### config.mk
export PLATFORM = sky130hd
export DESIGN_NAME = mem_bus_arbiter
export DESIGN_NICKNAME = d
export VERILOG_FILES = /design/src/rtl/mem_bus_arbiter.sv
export SDC_FILE = /design/constraint.sdc
export NUM_CORES = 1
export LEC_CHECK = 0
export CAP_MARGIN = 20
export CELL_PAD_IN_SITES_DETAIL_PLACEMENT = 0
export CELL_PAD_IN_SITES_GLOBAL_PLACEMENT = 1
export CORE_MARGIN = 3
export CORE_UTILIZATION = 34
export DETAILED_ROUTE_END_ITERATION = 6
export PLACE_DENSITY_LB_ADDON = 0.15
export RECOVER_POWER = 50
export SLEW_MARGIN = 20
export SYNTH_ARGS = -nofsm -noshare
export SYNTH_HDL_FRONTEND = slang
export SYNTH_SLANG_ARGS = --single-unit
### constraint.sdc
create_clock -name clk -period 4.5 [get_ports clk]
set_input_delay 0.675 -clock clk [delete_from_list [all_inputs] [get_ports clk]]
set_output_delay 0.675 -clock clk [all_outputs]
set_load 0.05 [all_outputs]
### src/rtl/mem_bus_arbiter.sv
// ---------------------------------------------------------------------------
// mem_bus_arbiter
//
// Shares one ROM/RAM memory bus between two requesters. Port 0 is the core
// controller and port 1 is the program loader / debug port. Arbitration is
// round-robin. The winning command is registered and then drives the memory
// strobes for ACC_CYC cycles. Read data is captured and a one-cycle done pulse
// is returned to the winner.
//
// Ports
//   clk, rst                    clock (rising edge), async active-high reset
//   reqN, weN, romN             request, write(1)/read(0), target ROM(1)/RAM(0)
//   addrN, wdataN               command address / write data
//   gntN                        command accepted (1-cycle pulse)
//   doneN, errN                 access complete; err flags an attempted ROM write
//   rdata                       read data, valid while done0/done1 is high
//   mem_addr, mem_wdata         address / write data to ROM and RAM
//   mem_rdata                   read data returned by ROM or RAM
//   rom_ena, rom_read           ROM strobes
//   ram_ena, ram_read, ram_write RAM strobes
//
// Every output is driven directly from a register.
// ---------------------------------------------------------------------------
module mem_bus_arbiter #(
  parameter int ACC_CYC = 1,
  parameter int AW      = 8,
  parameter int DW      = 8
) (
  input  logic          clk,
  input  logic          rst,
  input  logic          req0,
  input  logic          we0,
  input  logic          rom0,
  input  logic [AW-1:0] addr0,
  input  logic [DW-1:0] wdata0,
  output logic          gnt0,
  output logic          done0,
  output logic          err0,
  input  logic          req1,
  input  logic          we1,
  input  logic          rom1,
  input  logic [AW-1:0] addr1,
  input  logic [DW-1:0] wdata1,
  output logic          gnt1,
  output logic          done1,
  output logic          err1,
  output logic [DW-1:0] rdata,
  output logic [AW-1:0] mem_addr,
  output logic [DW-1:0] mem_wdata,
  input  logic [DW-1:0] mem_rdata,
  output logic          rom_ena,
  output logic          rom_read,
  output logic          ram_ena,
  output logic          ram_read,
  output logic          ram_write
);

  typedef enum logic [1:0] {
    S_IDLE   = 2'd0,
    S_ACCESS = 2'd1,
    S_DONE   = 2'd2
  } state_t;

  // Counter holds the remaining strobe cycles after the current one.
  localparam logic [3:0] CNT_INIT = 4'(ACC_CYC - 1);

  state_t        r_state;
  logic [3:0]    r_cnt;
  logic          r_last;
  logic          r_win;
  logic          r_we;
  logic          r_rom;
  logic          r_gnt0, r_gnt1;
  logic          r_done0, r_done1;
  logic          r_err0, r_err1;
  logic [DW-1:0] r_rdata;
  logic [AW-1:0] r_mem_addr;
  logic [DW-1:0] r_mem_wdata;
  logic          r_rom_ena, r_rom_read;
  logic          r_ram_ena, r_ram_read, r_ram_write;

  logic          w_pick;
  logic          w_we;
  logic          w_rom;
  logic [AW-1:0] w_addr;
  logic [DW-1:0] w_wdata;

  // A lone requester always wins. On a tie the port not served last wins,
  // which yields strict alternation under continuous contention.
  assign w_pick  = (req0 && req1) ? ~r_last : req1;
  assign w_we    = w_pick ? we1    : we0;
  assign w_rom   = w_pick ? rom1   : rom0;
  assign w_addr  = w_pick ? addr1  : addr0;
  assign w_wdata = w_pick ? wdata1 : wdata0;

  always_ff @(posedge clk or posedge rst) begin
    if (rst) begin
      r_state     <= S_IDLE;
      r_cnt       <= 4'd0;
      r_last      <= 1'b1;
      r_win       <= 1'b0;
      r_we        <= 1'b0;
      r_rom       <= 1'b0;
      r_gnt0      <= 1'b0;
      r_gnt1      <= 1'b0;
      r_done0     <= 1'b0;
      r_done1     <= 1'b0;
      r_err0      <= 1'b0;
      r_err1      <= 1'b0;
      r_rdata     <= '0;
      r_mem_addr  <= '0;
      r_mem_wdata <= '0;
      r_rom_ena   <= 1'b0;
      r_rom_read  <= 1'b0;
      r_ram_ena   <= 1'b0;
      r_ram_read  <= 1'b0;
      r_ram_write <= 1'b0;
    end else begin
      // Handshake pulses last exactly one cycle.
      r_gnt0  <= 1'b0;
      r_gnt1  <= 1'b0;
      r_done0 <= 1'b0;
      r_done1 <= 1'b0;
      r_err0  <= 1'b0;
      r_err1  <= 1'b0;

      case (r_state)
        S_IDLE: begin
          if (req0 || req1) begin
            r_win      <= w_pick;
            r_last     <= w_pick;
            r_we       <= w_we;
            r_rom      <= w_rom;
            r_mem_addr <= w_addr;
            if (w_we && !w_rom) begin
              r_mem_wdata <= w_wdata;
            end
            r_gnt0      <= ~w_pick;
            r_gnt1      <= w_pick;
            r_cnt       <= CNT_INIT;
            // A ROM write is illegal; it runs its cycles with no strobes.
            r_rom_ena   <= w_rom & ~w_we;
            r_rom_read  <= w_rom & ~w_we;
            r_ram_ena   <= ~w_rom;
            r_ram_read  <= ~w_rom & ~w_we;
            r_ram_write <= ~w_rom & w_we;
            r_state     <= S_ACCESS;
          end
        end

        S_ACCESS: begin
          if (r_cnt == 4'd0) begin
            if (!r_we) begin
              r_rdata <= mem_rdata;
            end
            r_rom_ena   <= 1'b0;
            r_rom_read  <= 1'b0;
            r_ram_ena   <= 1'b0;
            r_ram_read  <= 1'b0;
            r_ram_write <= 1'b0;
            r_done0     <= ~r_win;
            r_done1     <= r_win;
            r_err0      <= ~r_win & r_we & r_rom;
            r_err1      <= r_win & r_we & r_rom;
            r_state     <= S_DONE;
          end else begin
            r_cnt <= r_cnt - 4'd1;
          end
        end

        S_DONE: begin
          r_state <= S_IDLE;
        end

        default: begin
          r_state <= S_IDLE;
        end
      endcase
    end
  end

  assign gnt0      = r_gnt0;
  assign gnt1      = r_gnt1;
  assign done0     = r_done0;
  assign done1     = r_done1;
  assign err0      = r_err0;
  assign err1      = r_err1;
  assign rdata     = r_rdata;
  assign mem_addr  = r_mem_addr;
  assign mem_wdata = r_mem_wdata;
  assign rom_ena   = r_rom_ena;
  assign rom_read  = r_rom_read;
  assign ram_ena   = r_ram_ena;
  assign ram_read  = r_ram_read;
  assign ram_write = r_ram_write;

endmodule
# Yosys cells after proc, flatten, opt, wreduce, memory -nomap -nowiden

Index checks and enable logic that the tools add are counted.

Register bits: 44
Output and inout bits: 35
Input port bits: 48
Logic and storage cells: 82

Reductions and logical operators: 13
Add/sub/neg operators: 1
Equality and inequality tests: 4
Mux-type cells: 32
Bitwise operators: 13

Operator list:

| operator              | count |
|---|---|
| $mux W1               | 20 |
| $mux W8               | 2 |
| $reduce_and A3 Y1     | 4 |
| $mux W4               | 2 |
| $pmux W1 S2           | 4 |
| $pmux W4 S2           | 1 |
| $and A1 B1 Y1         | 7 |
| $ne A2 B2 Y1 const B  | 3 |
| $not A1 Y1            | 6 |
| $logic_not A4 Y1      | 1 |
| $mux W2               | 2 |
| $pmux W2 S2           | 1 |
| $reduce_and A2 Y1     | 2 |
| $sub A4 B1 Y4 const B | 1 |
| $eq A2 B1 Y1 const B  | 1 |
| $logic_and A1 B1 Y1   | 2 |
| $logic_not A2 Y1      | 1 |
| $reduce_bool A2 Y1    | 1 |
| $logic_not A1 Y1      | 1 |
| $logic_or A1 B1 Y1    | 1 |

# Logic depth before layout (Yosys ltp)

Word-level depth: 7
Depth in mapped cells: 8
Gate-level depth less buffers: 7

# Worst setup path before layout

OpenSTA, ideal clock, no wires.

Path kind: register -> register
Start point: register r_cnt[0]
End point: register r_rdata[0], in the netlist rdata[0]
Setup slack: 2.417 ns
Data required time: 4.375 ns
Data arrival time: 1.958 ns
Period minus slack after synthesis: 2.083 ns
Library setup time: 0.125 ns
Buffers on the path: 1
Stages on the path, launching flop included: 8
Path through: dfrtp_1 > inv_1 > ha_1 > or3b_2 > nand2b_1 > buf_2 > nor2_2 > mux2_2

Longest elaborated chain between the ends: 2

Ends and longest elaborated chain:

| element                     | line | source |
|---|---|---|
| from (decl)                 | 68   | `logic [3:0] r_cnt;` |
| from (signal assigned)      | 167  | `r_cnt <= r_cnt - 4'd1;` |
| $logic_not A4 Y1            | 152  | `if (r_cnt == 4'd0) begin` |
| $reduce_and A3 Y1 (no line) | --   |  |
| to (signal assigned)        | 154  | `r_rdata <= mem_rdata;` |
| to (decl)                   | 76   | `logic [DW-1:0] r_rdata;` |

No other way between the ends.
A chain may end at the register's enable or synchronous reset.

==> impl_metrics.ini <==
[synthesis]
ys_types = 31
synth_area_sq_um = 1920
ys_ff_latch = 44
yosysTopAreaCellShare_pct = 56.0
synth_top_area_cell = dfrtp_1
ys_seq_area_share_pct = 57.3
avgSynthCellArea_sq_um = 11.8
async_flop_share_pct = 100
synthFlopType = dfrtp_1
synth.net_count = 212
yosysWarningCount = 0
synth_edf_count = 0
synthTopCellsByArea = dfrtp_1 56%, mux2_2 10%, nand2_1 5.7%, a221o_1 4.2%, and3_1 3.3%
synthCells = 163

[pwr]
p_leak_nw = 1.33
combPwrFrac_pct = 55.9
p_switching_mw = 1.04
switching_share_pct = 46.0
power.share.sequential_pct = 30.5
ir_drop_mv = 0.326
power.density_nw_per_um2 = 772
clkPwrFrac_pct = 13.6
intPower_mw = 1.22

[worst_setup_path]
crit_chain = dlygate4sd3_1, clkinv_1, clkbuf_1
startpoint_type = primary input
critPathMaxFanout = 44
crit_slowest_cell = clkbuf_1
required_ps = 4450
crit_family = buffers and inverters
critical_path_arrival_ps = 2900
crit_buf_inv = 3
endpoint_kind = async pin
path_class = in -> async
slowest_delay_ps = 1620

[clock_tree]
cts_setup_buffers = 0
ctsResizeCount = 0
cts.sinks = 44
clock_latency_ps = 300
postCtsHoldBufs = 0
clk_path_buf_depth = 2
cts_tree = yes
h-tree-depth = 2
cts_buffers = 5
clockRootBuffer = clkbuf_8
clkTransAtPathRegs_ps = 80

[sta]
whs_ps = 469
clock.fmax_ghz = 0.339
setup_violations = 0
report.final.hold_viol_count = 0
rsz0062_at_grt = false
period_needed_ps = 2950
skew_ps = 3.88
tightest_slew_ps = 2290
tns_ps = 0
period_share_pct = 65.5
drv_slew = 45
maxSlewHeadroom_pct = -52.4

[global_route]
grtUsageMet2_pct = 26.2
top_usage_layer = met2
met3_usage_pct = 5.10
grt_use_met1_pct = 17.9
grt_pass1_vias = 1555
grt_start_max_net_pins = 45
grt_pass1_wl_microns = 7380
grt_util_all_layers_pct = 15.1
grt_overflow_total = 0
antenna_found_initial = 0

[cells_and_area]
fill_cells = 461
nets = 297
syn_to_final_growth_pct = 52.2
drive_above_1_share_pct = 13.7
final_cell_mix = 74 x clkdlybuf4s50_1, 43 x dfrtp_1, 29 x nand2_1
n_antenna_cell = 0
final_common_cell = clkdlybuf4s50_1

[die]
coreArea_sq_um = 5300
start_util_pct = 36.3
dieArea_sq_um = 6590
rows = 26
ios = 83
die_x_microns = 81.2
die_h_microns = 81.2

[routing]
wl_microns = 4580
vias = 1497
wire_per_inst_microns = 14.4
drc = 0
vias_per_cell = 4.69
ant_nets = 0
initialDrtViolationCount = 41
first_pass_iters = 4

[place]
port-buffer-count = 82
gp_congestion = 0.813
dpl.hpwl_microns = 3520

[run_status]
violations = capacitance limit, slew limit
status = finished with violations

[flow_run]
max-cap-violations = 1

[hold_path]
hold_path_class = reg -> reg
cells by family (layout without fill, tap and decap cells):
family / after synthesis / in the layout / share of synthesized area (%)
mux: 19 / 19 / 11.0
flops: 44 / 44 / 57.3
simple gates: 65 / 65 / 16.7
compound gates: 22 / 22 / 11.3
xor+xnor: 2 / 2 / 0.911
fa+ha+maj: 1 / 1 / 0.651
buf+inv: 10 / 96 / 2.21
cell usage after synthesis (2+ instances only):
| library cell | n |
|---|---|
| dfrtp_1 | 43 |
| nand2_1 | 29 |
| clkbuf_1 | 4 |
| nor2b_1 | 2 |
| a21o_1 | 2 |
| a221o_1 | 8 |
| mux2i_1 | 2 |
| and3_1 | 10 |
| nand2b_1 | 4 |
| o21ai_0 | 4 |
| nor2_1 | 8 |
| nor3_1 | 2 |
| nand3_1 | 6 |
| mux2_2 | 17 |
| inv_1 | 4 |
| xor2_1 | 2 |
| a31o_2 | 2 |
state kept, by name (all words and copies together) (netlist names), 2 cells and up:
register and flops:
mem_addr 8, mem_wdata 8, r_cnt 4, r_state 2
rdata 8
through the flow:
step                setup WS, ps  power [mW]  utilization, %  instances  area (sq um)
finish                      1550        2.26            55.2        319          2930
global placement            1490        1.98            53.2        311          2820
detailed placement          1400        1.99            53.2        311          2820
global route                1020        2.39            55.2        319          2930
CTS                         1720        2.30            55.3        319          2930
floorplan                   2420        1.56               -        163          1920
power groups by stage:
stage	combinational, mW	clock, mW	sequential, mW
detailed placement	1.29	0	0.698
global route	1.34	0.338	0.713
floorplan	0.382	0	1.18
global placement	1.28	0	0.697
finish	1.26	0.308	0.688
CTS	1.29	0.319	0.690
final cells by class:
type                    count  area [sq um]  share of cell area (%)
well taps                  70          87.6                    2.99
clock inverters             3          46.3                    1.58
multi-input cells         109           778                    26.6
flip-flops and latches     44          1100                    37.7
repair buffers             84           828                    28.3
inverters                   4          15.0                   0.513
clock buffers               5          68.8                    2.35
layer usage:
metal / share of wire [%] / vias to the layer above
met5: 0 / -
met4: 0.79 / 0
met3: 6.8 / 4
met2: 49 / 47
met1: 44 / 701
li1: - / 745
worst register-to-register path: stages, from the launching register on:
cell	delay, ps
dfrtp_1	460
nor2_1	460
o21ai_0	550
clkbuf_1	390
nand2_1	160
mux2_2	330
final timing paths:
kind | cells past startpoint | slack [ps] | start | end
min reg2reg | 1 | 470 | r_win | done0
max in group clk | 5 | 1600 | req1 | r_cnt[1]
max reg2reg | 5 | 2050 | r_state[1] | r_cnt[1]
max | 3 | 1550 | rst | mem_addr[0]
min | 1 | 470 | r_win | done0
min in group asynchronous | 3 | 1660 | rst | mem_addr[5]
Power figures use the tool's default switching activity.
==> RTL change (config.mk and constraints unchanged) <==
The 3 states of `state_t` get a one-hot encoding in 3 bits.
--- a/src/rtl/mem_bus_arbiter.sv
+++ b/src/rtl/mem_bus_arbiter.sv
@@ -56,8 +56,8 @@
 );
 
-  typedef enum logic [1:0] {
-    S_IDLE   = 2'd0,
-    S_ACCESS = 2'd1,
-    S_DONE   = 2'd2
+  typedef enum logic [2:0] {
+    S_IDLE   = 3'b001,
+    S_ACCESS = 3'b010,
+    S_DONE   = 3'b100
   } state_t;
 
Behaviour: no difference found for any inputs over 10 cycles, from zero or initial values and one cycle with rst high; not proved beyond that.
==> RTL change against the original RTL <==
Worst setup slack improved by 0.19 ns. Die area increased by 2.8%. Global-route usage decreased by 1.3 points. Utilization decreased by 2.8 points. Synthesized cell count decreased by 2.5%. The run still ends with capacitance limit, slew limit left. Sequential cell count increased by 1. Highest routed layer unchanged. Synthesized area increased by 3.1%. Sequential share of layout area increased by 0.95 points. Total power decreased by 2.8%. Routed wire length decreased by 1.5%. Final area decreased by 0.13%. Maximum frequency increased by 7.0%.
==> RTL change: results (changes against the original RTL) <==
cap_violations: 2  # +1
drive_above_1_share: 0.0947  # -0.0419
cellInternalPower_uw: 1180  # -3.1%
maxSlewViolCount: 62  # +38%
cp-startpoint: "req1"
place_hpwl_um: 3340  # -5.3%
dp_cells: 307  # -1.3%
status: "finished, violations left"
syn_avg_cell_area_um2: 12.5  # +5.7%
synth_nets: 209  # -1.4%
wl_um: 4510  # -1.5%
dpl_cell_area_mm2: 0.00286  # +1.3%
pre_cts_slack_ns: 1.75  # +0.352 ns
grt_pass1_vias: 1409  # -9.4%
irDropWorstVdd_mv: 0.320  # -2.0%
initialDrtViolationCount: 50  # +22%
synth_top_cells_by_count: "dfrtp_1 (43), nand2_1 (27), and3_1 (10)"
violations: "capacitance limit, slew limit"
crit_family: "compound AO/OA/AOI/OAI gates"
crit_arrival_ns: 2.97  # +0.07 ns
grt_pass1_wl_um: 6960  # -5.7%
synth.area.top_cells: "dfrtp_1 (54%), mux2_4 (6.1%), nand2_1 (5.1%), mux2_1 (4.5%), a221o_1 (4.0%)"
wl_per_cell_um: 14.3  # -0.21%
fin_nets: 292  # -1.7%
grt_max_degree: 46  # +2.2%
maxSlewHeadroom: -0.166  # +0.358
crit_fanout: 15  # -66%
grt_use_total: 0.137  # -0.0133
crit_slowest_cell: "o21ai_0"
ys_seq_area_frac: 0.569  # -0.00375
viasPerCell: 4.67  # -0.42%
ys_types: 36  # +16%
post-cts-setup-buffers: 0  # unchanged
cpPeakStageDelay_ns: 1.33  # -0.29 ns
## RTL change: cell count changes in the layout (fill, tap and decap cells not counted), moves of 3 or more
cell / delta
nand2b_1: -3
nand3_1: -3
mux2_4: +8
mux2_1: +8
clkdlybuf4s50_1: +6
mux2_2: -17
dlygate4sd3_1: -6
## RTL change: path summary, 6_finish.rpt
| check | cells after the start | end | slack [ns] |
|---|---|---|---|
| max | 4 | r_cnt[1] | 1.74 |
| min | 1 | done0 | 0.47 |
| min reg2reg | 1 | done0 | 0.47 |
| max in group asynchronous | 2 | mem_addr[0] | 2.19 |
| min in group asynchronous | 2 | rdata[0] | 1.33 |
| max reg2reg | 6 | rdata[7] | 2.20 |
## RTL change: worst reg2reg max path: stages (launching register included)
cell and delay (ns):
dfrtp_1 0.41, inv_1 0.10, ha_1 0.15, or3b_1 0.40, nand2b_1 0.21, nor2_1 0.53
mux2_1 0.39
## RTL change: per-layer routing
layer  part of all wire  wire length, um  up-vias  global-route usage
met3               0.10              453        5              0.0531
met2               0.43             1930       56               0.192
met5                  0                0        -                   0
li1                   -                -      719                   -
met1               0.46             2080      692               0.190
met4              0.012               53        0              0.0548
## RTL change: final cells by class
type	instances	area, um^2	area share
Sequential cell	45	1130	0.386
Clock inverter	3	21.3	0.00728
Tap cell	72	90.1	0.0308
Inverter	5	18.8	0.00642
Multi-Input combinational cell	102	767	0.262
Clock buffer	5	68.8	0.0235
Timing Repair Buffer	83	828	0.283
## RTL change: power groups by stage
stage	sequential, uW	combinational [uW]	clock [uW]
floorplan	1160	431	0
global placement	708	1270	0
detailed placement	708	1290	0
CTS	703	1290	260
global route	721	1330	278
finish	695	1250	251
## RTL change: cells by family (layout without fill, tap and decap cells)
kind of cell,after synthesis,count (layout),share of synthesized area
AOI/OAI and AO/OA,23,23,0.102
xor gates and xnor gates,2,2,0.00884
and+or+nand+nor,57,57,0.160
muxes,18,18,0.116
adders and majority gates,2,2,0.0126
buffers and inverters,12,96,0.0316
DFF,45,45,0.569
## RTL change: per-stage QoR
stage | utilization | hold slack (ns) | power [uW]
CTS | 0.529 | 0.473 | 2250
finish | 0.524 | 0.467 | 2200
global placement | 0.512 | 0.462 | 1980
floorplan | - | 0.426 | 1590
detailed placement | 0.512 | 0.468 | 2000
global route | 0.524 | 0.502 | 2330
